[src/rtl/gate_wire.sv]
// gate_wire: programmable 3-input sum-of-minterms gate with a registered copy, edge pulses
// and, when GATE_WIRE_TOGGLE_CNT_EN is defined, a saturating toggle counter.
module gate_wire_minterm #(
  parameter logic [2:0] IDX    = 3'd0,
  parameter logic       TT_BIT = 1'b0
) (
  input  logic a,
  input  logic b,
  input  logic c,
  output logic m
);
  logic la, lb, lc;
  // Literal polarity is fixed at elaboration: true input for a 1 in the index, inverted for a 0.
  assign la = IDX[2] ? a : ~a;
  assign lb = IDX[1] ? b : ~b;
  assign lc = IDX[0] ? c : ~c;
  assign m  = TT_BIT & la & lb & lc;
endmodule

module gate_wire #(
  parameter logic [7:0] TRUTH_TABLE = 8'hEA,
  parameter int         CNT_W       = 8
) (
  input  logic             clk,
  input  logic             rst,
  input  logic             a,
  input  logic             b,
  input  logic             c,
  input  logic             en,
  input  logic             cnt_clr,
  output logic             y,
  output logic             y_q,
  output logic             y_rise,
  output logic             y_fall,
  output logic [CNT_W-1:0] toggle_cnt
);
  logic [7:0] mt;

  for (genvar i = 0; i < 8; i++) begin : g_mt
    gate_wire_minterm #(
      .IDX    (3'(i)),
      .TT_BIT (TRUTH_TABLE[i])
    ) u_mt (
      .a (a),
      .b (b),
      .c (c),
      .m (mt[i])
    );
  end

  assign y = |mt;

  // y_q doubles as the previous-value register for edge detection.
  always_ff @(posedge clk or posedge rst) begin
    if (rst) begin
      y_q    <= 1'b0;
      y_rise <= 1'b0;
      y_fall <= 1'b0;
    end else if (en) begin
      y_q    <= y;
      y_rise <= y & ~y_q;
      y_fall <= ~y & y_q;
    end else begin
      y_rise <= 1'b0;
      y_fall <= 1'b0;
    end
  end

`ifdef GATE_WIRE_TOGGLE_CNT_EN
  logic [CNT_W-1:0] cnt;

  always_ff @(posedge clk or posedge rst) begin
    if (rst)
      cnt <= '0;
    else if (cnt_clr)
      cnt <= '0;
    else if (en && (y != y_q) && (cnt != {CNT_W{1'b1}}))
      cnt <= cnt + 1'b1;
  end

  assign toggle_cnt = cnt;
`else
  logic unused_cnt_clr;
  assign unused_cnt_clr = cnt_clr;
  assign toggle_cnt     = '0;
`endif
endmodule

[config.mk]
export PLATFORM = sky130hd
export DESIGN_NAME = gate_wire
export DESIGN_NICKNAME = d
export VERILOG_FILES = /design/src/rtl/gate_wire.sv
export SDC_FILE = /design/constraint.sdc
export NUM_CORES = 1
export LEC_CHECK = 0
export ABC_AREA = 1
export CORE_AREA = 2 2 39 41
export CTS_CLUSTER_SIZE = 20
export DETAILED_ROUTE_END_ITERATION = 8
export DIE_AREA = 0 0 41 43
export SYNTH_ARGS = -nofsm -noshare
export SYNTH_HDL_FRONTEND = slang
export SYNTH_HIERARCHICAL = 1
export SYNTH_SLANG_ARGS = --single-unit
[constraint.sdc]
create_clock -name clk -period 0.8 [get_ports clk]
set_input_delay 0.12 -clock clk [delete_from_list [all_inputs] [get_ports clk]]
set_output_delay 0.12 -clock clk [all_outputs]
set_load 0.01 [all_outputs]
==> summary.txt, run 1 <==
Status
  – Status: finished, violations left
  – Failing checks: negative setup slack

Worst setup path
  – CP Max Fanout: 5
  – Cells along the critical path: buf_8, nand2_2, nor2_2, nor2_1, nand2_1, nor2_2, inv_2, buf_6
  – CP Data Required Time: 0.68 ns
  – Slowest CP cell: nor2_2
  – CP Capture Type: output port
  – Most frequent CP cell: nor2_2
  – WS Path Type: primary input to output port
  – CP max stage delay: 0.13 ns
  – Startpoint Class: primary input
  – CP Data Arrival Time: 0.77 ns

Floorplan
  – Row count: 14
  – Die Area: roughly 0.0018 mm^2
  – Starting density of the core: 21.25%
  – Die Y: about 43 um
  – Top-Level Pins: 19
  – Die width: ~40 um
  – Core area: between 0.001 and 0.0015 mm^2

Clocking
  – Clock buffer depth: 2
  – H-tree levels: 1
  – Postcts setup bufs: 0
  – CTS root buf: clkbuf_4
  – Hold buffer count at cts: 0
  – Worst-Skew Late Latency: roughly 0.23 ns
  – CTS tree: built
  – # clock sinks: 3
  – Clock transition at the registers of the reported paths: around 0.03 ns
  – CTS Buf Count: 3

Placement
  – Port-buffer cells: 9
  – Pre-CTS WS: -0.9767 ns
  – Hpwl dp: about 370 um
  – Routability cong.: roughly 0.63

Flow run
  – Max-cap viol count: 0

Hold path
  – HP Class: primary input to asynchronous set/reset pin

GRT
  – Total Routing Usage GR: just under 6%
  – M3 GR Usage: approximately 1.6%
  – Pin count of the biggest net entering global routing: 6
  – Grt met2 use: a little under a tenth
  – Antenna violations before repair: 0
  – Vias in the first global route: just over 200
  – Total grt overflow: 0
  – Met1 Use GR: ~5.4%
  – GRT Max-Usage Layer: met2
  – First-pass GRT wire length: approximately 660 um

Logic synthesis
  – Cells after Synth: 45
  – Flop and latch count out of synthesis: 3
  – Mapped Avg Cell Area: around 6.5 um^2
  – Synthesized cell area: between 200 and 300 um^2
  – Yosys warning count: 6
  – Seq/Total Area, Yosys: 25.53%
  – Synth cell types: 10

STA
  – Final hold violations: 0
  – Final period util: 110.9%
  – Max Clock Freq: 1.127 GHz
  – Final setup fails: 4
  – Crit path time final: approximately 0.89 ns
  – Setup Skew: 0.0001477 ns
  – Final WS setup: -0.08756 ns
  – RSZ-0062 raised after global routing: true
  – Count of pins over their slew limit: 0

Route
  – Drt first pass iters: 2
  – Via/cell ratio: between 3 and 4
  – DRT iter0 DRCs: 6
  – DR DRC count: 0
  – Via Count: between 200 and 250
  – Routed Antenna Nets: 0
  – Routed len/inst: a little over 6 um
  – Final WL: 447 um

Final layout
  – Layout cells sized above 1: 49.12%
  – Area Growth Syn to Fin: 40.00%
  – Most common cell after layout, fill and taps aside: conb_1
  – Layout Nets: 65
  – Final Util: between 20% and 30%
  – Commonest non-fill, non-tap cells in the layout: conb_1 (11), nor2_2 (7), nand2_1 (5)
  – Ant. Diodes: 0

Power
  – Worst VDD drop: about 320 uV
  – Power Density: ~1400 mW/mm^2
  – Pleak: approximately 0.22 nW
  – Power after layout: 562.8 uW
==> routing by layer <==
layer | share of wire (%) | up-vias | wire length (um)
li1 | - | 129 | -
met3 | 16 | 0 | 73
met1 | 34 | 97 | 153
met4 | 0 | 0 | 0
met2 | 49 | 12 | 220
met5 | 0 | - | 0
==> power by group <==
part	internal, mW	switching, mW	total (mW)
Clock	0.186	0.0691	0.255
Combinational	0.0671	0.0760	0.143
Sequential	0.161	0.00353	0.164
Total	0.414	0.149	0.563
==> final timing paths <==
path / from / end / slack, ns / cells after the start
setup / recovery: a / y / -0.09 / 8
hold / removal: rst / y_fall$_DFF_PP0_ / 0.07 / 2
setup reg to reg: y_q$_DFFE_PP0P_ / y_rise$_DFF_PP0_ / 0.04 / 2
hold reg to reg: y_q$_DFFE_PP0P_ / y_rise$_DFF_PP0_ / 0.52 / 2
max in group asynchronous: rst / y_q$_DFFE_PP0P_ / 0.60 / 2
min in group clk: a / y_fall$_DFF_PP0_ / 0.44 / 8
==> logic make-up (layout without fill, tap and decap cells) <==
group / count (synthesis) / after routing / synth area share (%)
compound gates: 1 / 1 / 1.700
buf+inv: 16 / 21 / 34.47
flops: 3 / 3 / 25.53
other cells: 4 / 11 / 5.105
simple gates: 21 / 21 / 33.19
==> metrics by stage <==
stage	setup TNS [ns]	std cells	instance area, um^2	hold WS, ns
2_1_floorplan	0	52	320.3	-0.1264
4_1_cts	-0.2528	73	397.9	0.06511
3_5_place_dp	-3.381	69	370.4	0.3015
6_report	-0.1962	73	411.6	0.06581
3_3_place_gp	-3.196	69	370.4	0.2988
5_1_grt	-0.3735	73	411.6	0.08806
==> cell type report <==
type	instances	area [um^2]
Clock buffer	4	26.28
Fill cell	159	972.2
Timing Repair Buffer	12	112.6
Multi-Input combinational cell	33	158.9
Sequential cell	3	75.07
Inverter	5	18.77
Tap cell	16	20.02
==> state kept, by name, summed over array words and instances, names as in the netlist <==
| name | count |
|---|---|
| y_rise | 1 |
| y_fall | 1 |
| y_q | 1 |
==> critical path, delay by kind of cell <==
family                 cells  cell delay [ns]
buffers and inverters      3             0.27
AND/OR/NAND/NOR            5             0.38
==> synth_stat cells, drive strengths merged <==
cell    n  area share, %
nor3    1            1.7
inv     5            6.4
buf    11             28
conb    4            5.1
nand2   9             11
dfrtp   3             26
nor2   11             20
o21ai   1            1.7
==> timing repair <==
action,in CTS,in global routing
pin swaps,6,4
gates resized for setup,40,4
setup endpoints to repair,7,5
Note: power is estimated with default switching activity, not from simulation.
==> inputs of run 2 (changes only) <==
--- a/config.mk
+++ b/config.mk
@@ -10,6 +10,7 @@
 export CTS_CLUSTER_SIZE = 20
 export DETAILED_ROUTE_END_ITERATION = 8
 export DIE_AREA = 0 0 41 43
+export SLEW_MARGIN = 20
 export SYNTH_ARGS = -nofsm -noshare
 export SYNTH_HDL_FRONTEND = slang
 export SYNTH_HIERARCHICAL = 1
==> results of run 2 <==
Same layout as run 1: the final DEF is identical, and so are final timing and power.
